`src/rtl/ahb_slave_mux.sv`:
```
// ahb_slave_mux: AHB-Lite response mux with registered data-phase select, default ERROR slave and error counter
module ahb_slave_mux #(
    parameter int NUM_SLAVES   = 4,
    parameter int DATA_WIDTH   = 32,
    parameter int ERRCNT_WIDTH = 8
) (
    input  logic                             hclk,
    input  logic                             hresetn,
    input  logic [NUM_SLAVES-1:0]            hsel,
    input  logic [1:0]                       htrans,
    input  logic [NUM_SLAVES-1:0]            hreadyout_s,
    input  logic [NUM_SLAVES-1:0]            hresp_s,
    input  logic [NUM_SLAVES*DATA_WIDTH-1:0] hrdata_s,
    input  logic                             err_clr,
    output logic [DATA_WIDTH-1:0]            hrdata,
    output logic                             hready,
    output logic                             hresp,
    output logic [NUM_SLAVES-1:0]            dsel,
    output logic [ERRCNT_WIDTH-1:0]          err_cnt
);
    typedef enum logic [1:0] {DS_IDLE, DS_ERR1, DS_ERR2} ds_state_t;

    ds_state_t             state;
    logic [NUM_SLAVES-1:0] first_sel;
    logic                  active;
    logic                  unmapped;

    assign active   = (htrans == 2'b10) || (htrans == 2'b11);
    assign unmapped = active && (hsel == '0);

    // Lowest-index select wins when the decoder drives more than one bit
    always_comb begin
        first_sel = '0;
        for (int i = NUM_SLAVES - 1; i >= 0; i--)
            if (hsel[i]) begin
                first_sel    = '0;
                first_sel[i] = 1'b1;
            end
    end

    // Route the data-phase slave; the default slave's ERROR phases override the idle response
    always_comb begin
        hrdata = '0;
        hready = 1'b1;
        hresp  = 1'b0;
        for (int i = 0; i < NUM_SLAVES; i++)
            if (dsel[i]) begin
                hrdata = hrdata_s[i*DATA_WIDTH +: DATA_WIDTH];
                hready = hreadyout_s[i];
                hresp  = hresp_s[i];
            end
        if (state != DS_IDLE) begin
            hready = (state == DS_ERR2);
            hresp  = 1'b1;
        end
    end

    // Address-phase capture, default-slave sequencing and saturating error count
    always_ff @(posedge hclk or negedge hresetn) begin
        if (!hresetn) begin
            dsel    <= '0;
            state   <= DS_IDLE;
            err_cnt <= '0;
        end else begin
            if (hready) begin
                dsel  <= active ? first_sel : '0;
                state <= unmapped ? DS_ERR1 : DS_IDLE;
            end else if (state == DS_ERR1) begin
                state <= DS_ERR2;
            end
            if (err_clr)
                err_cnt <= '0;
            else if (hready && hresp && err_cnt != '1)
                err_cnt <= err_cnt + 1'b1;
        end
    end
endmodule

```
`config.mk`:
```
export PLATFORM = sky130hd
export DESIGN_NAME = ahb_slave_mux
export DESIGN_NICKNAME = d
export VERILOG_FILES = /design/src/rtl/ahb_slave_mux.sv
export SDC_FILE = /design/constraint.sdc
export NUM_CORES = 1
export LEC_CHECK = 0
export ABC_AREA = 1
export CORE_MARGIN = 2
export CORE_UTILIZATION = 25
export CTS_CLUSTER_SIZE = 25
export DETAILED_ROUTE_END_ITERATION = 8
export PLACE_DENSITY = 0.74
export SLEW_MARGIN = 10
export SYNTH_ARGS = -nofsm -noshare
export SYNTH_HDL_FRONTEND = slang
export SYNTH_SLANG_ARGS = --single-unit
```
`constraint.sdc`:
```
create_clock -name hclk -period 1.33 [get_ports hclk]
set_input_delay 0.266 -clock hclk [delete_from_list [all_inputs] [get_ports hclk]]
set_output_delay 0.266 -clock hclk [all_outputs]
set_load 0.005 [all_outputs]
```
==> summary.md, run 1 <==
| Metric | Value |
|---|---|
| Die W | `89.0 µm` |
| DP HPWL | `7280 µm` |
| Crit Path Class | `flip-flop to output port` |
| Slew @ Worst Pin | `0.253 ns` |
| Avg Cell Area, Syn | `5.44 µm²` |
| Post-DP Area | `4080 µm²` |
| #FFs+latches synth | `14` |
| Prevailing post-synth register cell | `dfrtp_1` |
| Pwr/cell area | `659 nW/µm²` |
| Min Hold Slack | `0.328 ns` |
| Layout cell share with drive strength beyond 1 | `0.325` |
| Final period util | `1.36` |
| Max Cap Viol | `0` |
| Synth top area cells | `nand2_1 26%, dfrtp_1 19%, o21ai_0 14%, a21oi_1 9.4%, o21ai_1 4.4%` |
| Synth cell count leaders | `126 x nand2_1, 52 x o21ai_0, 34 x a21oi_1` |
| Worst setup margin | `-0.483 ns` |
| Yosys warns | `0` |
| Remaining antenna violation count | `0` |
| GP Congestion | `0.919` |
| Vias per cell | `4.80` |
| Worst slew margin | `0.831` |
| Async set or reset register ratio after synthesis | `1.00` |
| Overflow after GRT | `0` |
| Clk buf depth | `2` |
| Worst EP required | `1.06 ns` |
| Worst R2R Setup Slack | `-0.38 ns` |
| RSZ-0062 raised after global routing | `true` |
| Synth area leader | `nand2_1` |
| Clk sink count | `14` |
| Post-Synthesis Cells | `332` |
| Mapped Nets | `478` |
| H-tree depth | `1` |
| Critical Path AT | `1.55 ns` |
| Cts bufs inserted | `3` |
| Die height | `89.0 µm` |
| Failing checks | `negative setup slack` |
| Maximum vdd ir drop | `0.414 mV` |
| Hold Crit Class | `primary input to asynchronous set/reset pin` |
| Cell row count | `30` |
| Worst Path Max Fanout | `8` |
| Post-synth EDFFs | `0` |
| F_max | `552 MHz` |
| CTS tree | `done` |
| Sequential area share after synthesis | `0.194` |
| Largest net degree at the start of global routing | `30` |
| Iter 0 DRT Violations | `127` |
| Post-route cell area | `4630 µm²` |
| Most frequent cell after synthesis | `nand2_1` |
| Wire length per cell | `15.4 µm` |
| Minimum clock period | `1.81 ns` |
| Diodes inserted | `0` |
| Nets | `710` |
| DRT Wirelength | `10200 µm` |
| Post-CTS Hold Buffers | `0` |
| R2R cell count | `11` |
| Max Slew Vio Count | `0` |
| Initial antenna violation count | `0` |
| Initial Utilization | `0.262` |
| Synthesized area | `1810 µm²` |
| Leak | `2.15 nW` |
| Drt drc | `0` |
| Setup Skew | `0.00152 ns` |
| Die area | `7920 µm²` |
| Reg2reg end | `err_cnt[1]` |
| Hold violation count in the final report | `0` |
| CP Capture Type | `output port` |
| Worst-Skew Late Latency | `0.25 ns` |
| Gr usage total | `0.229` |
| Clk slew on worst S/H paths | `0.06 ns` |
| Layout area overhead | `157%` |
| Yosys top cell area share | `0.262` |
| I/O Pins | `191` |
| Unique cell type count in the Yosys netlist | `24` |
| Status | `finished, violations left` |
| Final setup violation count | `48` |
| Reg2Reg Launch Point | `dsel[2]` |
| Startpoint types | `flip-flop` |
| First-pass GRT wire length | `14400 µm` |
| Core Footprint | `6910 µm²` |
| Via count | `3164` |
| Number of port buffers | `189` |
| CTS root buffer | `clkbuf_8` |
| Drt pass-1 iters | `4` |
| Vias in the first global route | `3015` |
## logic make-up (layout without fill, tap and decap cells)
group / Yosys count / after routing / share of synthesized area
simple gates: 165 / 165 / 0.371
compound gates: 105 / 105 / 0.305
buf+inv: 43 / 274 / 0.104
flops: 14 / 14 / 0.194
xor+xnor: 4 / 4 / 0.0194
fa+ha+maj: 1 / 1 / 0.00692
## layer usage
metal | vias up | wire, µm | track usage
li1 | 1567 | - | -
met2 | 139 | 5230 | 0.437
met1 | 1441 | 3980 | 0.269
met3 | 17 | 682 | 0.0222
met5 | - | 0 | 0
met4 | 0 | 269 | 0.0678
## where the power goes
group,leakage (nW),switching (mW),internal (mW)
Clock,0.0288,0.164,0.263
Sequential,0.190,0.0178,0.448
Combinational,1.93,0.929,1.23
## how the worst max path moves through the flow
stage / slack [ns] / to / startpoint / cells after the start
6_report: -0.48 / hrdata[11] / dsel[1] / 8
3_5_place_dp: -0.60 / hrdata[0] / hrdata_s[32] / 6
5_1_grt: -0.57 / hrdata[23] / dsel[1] / 7
4_1_cts: -0.52 / hrdata[24] / dsel[1] / 9
3_3_place_gp: -0.60 / hrdata[31] / hrdata_s[63] / 6
2_1_floorplan: -0.06 / err_cnt[5] / err_cnt[0] / 9
## worst max-delay path, stage by stage, from the launching register on
cell     delay (ns)
dfrtp_1        0.41
buf_6          0.14
buf_12         0.13
buf_12         0.14
a21oi_1        0.15
nand2_1        0.07
o21ai_1        0.07
o21ai_1        0.06
buf_2          0.12
## flip-flops by register name (all words and copies together) (netlist names)
name / flops
err_cnt: 8
dsel: 4
state: 2
## cell type report
type                       instances  area, µm²
timing repair buffer             250       2440
tap                               96        120
sequential                        14        353
timing repair inverter             1       8.76
multi-input combinational        275       1570
inverter                          19       91.3
clock buffer                       4       55.1
fill                             615       2270
## stage by stage
| stage | setup WS (ns) | utilization | setup TNS (ns) | cells | power, mW |
|---|---|---|---|---|---|
| floorplan | -0.0600 | - | -1.15 | 332 | 1.18 |
| global placement | -0.604 | 0.591 | -23.30 | 628 | 2.31 |
| detailed placement | -0.602 | 0.591 | -23.95 | 628 | 2.34 |
| CTS | -0.524 | 0.647 | -20.37 | 661 | 2.92 |
| global route | -0.568 | 0.671 | -23.88 | 659 | 3.26 |
| finish | -0.483 | 0.671 | -19.89 | 659 | 3.06 |
## cells in the final DEF (no fill, tap or decap), types with 2 or more instances in the layout
cell type,instances
nand3_2,4
nand4_1,9
a21oi_1,9
nand3_1,10
dfrtp_1,12
nand2_2,25
inv_1,15
dlygate4sd2_1,8
buf_4,32
o21ai_1,61
a21oi_2,23
nand2_1,98
a21oi_4,4
buf_6,13
clkdlybuf4s50_1,144
nor2_1,7
nand2_4,3
nor2_2,2
dfrtp_2,2
o21ai_2,7
buf_2,33
inv_2,2
buf_12,16
nor2_4,3
xor2_1,4
clkbuf_8,4
## repair_timing
item,in CTS,in global routing
endpoints found under the setup margin,59,51
resized for setup,210,67
gates cloned,4,1
setup buffers,25,2
pin swaps,30,32
(Power assumes the default switching activity.)
==> run 2: changes to the inputs <==
--- a/config.mk
+++ b/config.mk
@@ -10,3 +10,3 @@
 export CORE_UTILIZATION = 25
-export CTS_CLUSTER_SIZE = 25
+export CTS_CLUSTER_SIZE = 28
 export DETAILED_ROUTE_END_ITERATION = 8
--- a/constraint.sdc
+++ b/constraint.sdc
@@ -3,2 +3,2 @@
 set_output_delay 0.266 -clock hclk [all_outputs]
-set_load 0.005 [all_outputs]
+set_load 0.01 [all_outputs]
==> run 2 against run 1 <==
Against the previous run:
- the run still ends with negative setup slack left
- global-route usage is 2.3 points lower
- flip-flop and latch count stayed put
- wire length is 8.6% lower
- die area stayed put
- clock skew is 0.0010 ns lower
- highest routed layer unchanged
==> summary.md, run 2 (same netlist as run 1, synthesis figures left out) <==
| Metric | Value |
|---|---|
| Remaining antenna violation count | `0 (unchanged)` |
| Critical path startpoint | `dsel[1] (unchanged)` |
| Cells along the critical path | `buf_4, buf_4, a21oi_1, nand2_1, o21ai_1, o21ai_1, buf_2 (was buf_6, buf_12, buf_12, a21oi_1, nand2_1, o21ai_1, o21ai_1, buf_2)` |
| Hold Crit Class | `primary input to asynchronous set/reset pin (unchanged)` |
| GP Congestion | `0.806 (was 0.919)` |
| Final period util | `1.39 (was 1.36)` |
| Worst setup margin | `-0.524 ns (was -0.483 ns)` |
| Slowest stage delay, CP | `0.44 ns (was 0.41 ns)` |
| Max Cap Viol | `0 (unchanged)` |
| Final Core Density | `0.608 (was 0.671)` |
| CP Capture Type | `output port (unchanged)` |
| Iter 0 DRT Violations | `72 (was 127)` |
| Drt drc | `0 (unchanged)` |
| Top reg by flops | `err_cnt (unchanged)` |
| Commonest non-fill, non-tap cell in the layout | `clkdlybuf4s50_1 (unchanged)` |
| Vias in the first global route | `2721 (was 3015)` |
| Crit Path Class | `flip-flop to output port (unchanged)` |
| Layout area overhead | `132% (was 157%)` |
| Overflow after GRT | `0 (unchanged)` |
| Most frequent cells in the layout | `143 x clkdlybuf4s50_1, 122 x nand2_1, 66 x o21ai_1 (was 144 x clkdlybuf4s50_1, 98 x nand2_1, 61 x o21ai_1)` |
| Cell row count | `30 (unchanged)` |
| Startpoint types | `flip-flop (unchanged)` |
| Clk buf depth | `2 (unchanged)` |
| P_int | `1.79 mW (was 1.94 mW)` |
| Worst Path Max Fanout | `14 (was 8)` |
| Layout cell share with drive strength beyond 1 | `0.217 (was 0.325)` |
| RSZ-0062 raised after global routing | `true (unchanged)` |
| Leak | `1.99 nW (was 2.15 nW)` |
| Status | `finished, violations left (unchanged)` |
| Number of flip-flops in the largest register | `8 (unchanged)` |
| Sequential power share | `0.165 (was 0.152)` |
| First-pass GRT wire length | `13000 µm (was 14400 µm)` |
| Max Slew Vio Count | `0 (unchanged)` |
| Sw frac | `0.373 (was 0.364)` |
| DRT Wirelength | `9290 µm (was 10200 µm)` |
| Drt pass-1 iters | `4 (unchanged)` |
| F_max | `539 MHz (was 552 MHz)` |
| Post-CTS Hold Buffers | `0 (unchanged)` |
| Initial antenna violation count | `0 (unchanged)` |
| Setup Skew | `0.000524 ns (was 0.00152 ns)` |
| CTS root buffer | `clkbuf_8 (unchanged)` |
| Reg2Reg Launch Point | `dsel[1] (was dsel[2])` |
| Net Switching | `1.06 mW (was 1.11 mW)` |
| Initial Utilization | `0.262 (unchanged)` |
| Cts bufs inserted | `3 (unchanged)` |
| Die W | `89.0 µm (unchanged)` |
| Die height | `89.0 µm (unchanged)` |
| DP HPWL | `6940 µm (was 7280 µm)` |
| Slowest stage cell on the critical path | `dfrtp_2 (was dfrtp_1)` |
| Worst EP required | `1.06 ns (about the same)` |
| Pre-CTS setup slack | `-0.635 ns (was -0.602 ns)` |
| Combinational group share of total power | `0.686 (was 0.708)` |
| Minimum clock period | `1.85 ns (was 1.81 ns)` |
| Clk pwr share | `0.149 (was 0.140)` |
| Maximum vdd ir drop | `0.495 mV (was 0.414 mV)` |
| Clk sink count | `14 (unchanged)` |
| I/O Pins | `191 (unchanged)` |
| Number of port buffers | `189 (unchanged)` |
| Pwr/cell area | `679 nW/µm² (was 659 nW/µm²)` |
| Post-DP Area | `4040 µm² (was 4080 µm²)` |
| Failing checks | `negative setup slack (unchanged)` |
| Non-Filler Instances | `645 (was 659)` |
| Worst-Skew Late Latency | `0.25 ns (about the same)` |
| Worst slew margin | `0.631 (was 0.831)` |
| Core Footprint | `6910 µm² (unchanged)` |
| Post-route cell area | `4200 µm² (was 4630 µm²)` |
| Hold violation count in the final report | `0 (unchanged)` |
| Largest net degree at the start of global routing | `31 (was 30)` |
| Via count | `3030 (was 3164)` |
| Nets | `695 (was 710)` |
| Final setup violation count | `48 (unchanged)` |
| H-tree depth | `1 (unchanged)` |
| Gr usage total | `0.206 (was 0.229)` |
| Critical Path AT | `1.59 ns (was 1.55 ns)` |
| CTS tree | `done (unchanged)` |
| Wire length per cell | `14.4 µm (was 15.4 µm)` |
| Placed Instances | `621 (was 628)` |
| Vias per cell | `4.70 (was 4.80)` |
| Slew @ Worst Pin | `0.553 ns (was 0.253 ns)` |
| Die area | `7920 µm² (unchanged)` |
| Top delay family on crit path | `buffers and inverters (unchanged)` |
| Clk slew on worst S/H paths | `0.06 ns (about the same)` |
| Worst path bufs/invs | `3 (was 4)` |
| Largest regs | `err_cnt x8, dsel x4, state x2 (unchanged)` |
[run 2: repair_timing]
| item | 4_1_cts | 5_1_grt |
|---|---|---|
| resized for setup | 164 | 25 |
| endpoints found under the setup margin | 59 | 50 |
| gates cloned | 1 | 3 |
| pin swaps | 0 | 21 |
| buffers inserted | 11 | 6 |
[run 2: through the flow]
stage	TNS [ns]	total power, mW	hold WS (ns)
6_report	-18.89	2.85	0.323
5_1_grt	-22.70	3.04	0.357
4_1_cts	-17.01	2.70	0.330
3_5_place_dp	-24.16	2.40	0.453
3_3_place_gp	-24.23	2.39	0.442
2_1_floorplan	-4.52	1.29	-0.0296
[run 2: worst paths after layout]
| check | depth (start not counted) | to | slack [ns] |
|---|---|---|---|
| min in group hclk | 0 | state[1] | 0.46 |
| max in group asynchronous | 2 | dsel[2] | 0.82 |
| worst max register to register | 10 | err_cnt[1] | -0.29 |
| worst min-delay path | 2 | err_cnt[0] | 0.32 |
| worst min register to register | 0 | state[1] | 0.46 |
| worst max-delay path | 7 | hrdata[11] | -0.52 |
[run 2: final cells by class]
cell class | instances | area (µm²)
Multi-Input combinational cell | 275 | 1370
Tap cell | 96 | 120
Inverter | 19 | 72.6
Fill cell | 675 | 2710
Timing Repair Buffer | 236 | 2230
Sequential cell | 14 | 357
Antenna cell | 1 | 2.50
Clock buffer | 4 | 55.1
[run 2: per-layer routing]
layer | part of all wire | up-vias | GRT usage
met1 | 0.38 | 1370 | 0.244
met5 | 0 | - | 0
met3 | 0.083 | 9 | 0.0277
met2 | 0.53 | 118 | 0.400
li1 | - | 1533 | -
met4 | 0.0093 | 0 | 0.0299
[run 2: worst register-to-register path, delay by kind of cell (launching register included)]
family          cells  cell delay (ns)
compound gates      1             0.20
flops               1             0.44
buf+inv             4             0.55
simple gates        5             0.38
[run 2: power by group through the flow]
stage	registers [mW]	clock network [mW]	logic, mW
after floorplan	0.488	0	0.807
after global placement	0.477	0	1.91
final	0.469	0.425	1.96
after CTS	0.471	0.433	1.80
after global routing	0.472	0.450	2.12
after detailed placement	0.478	0	1.93
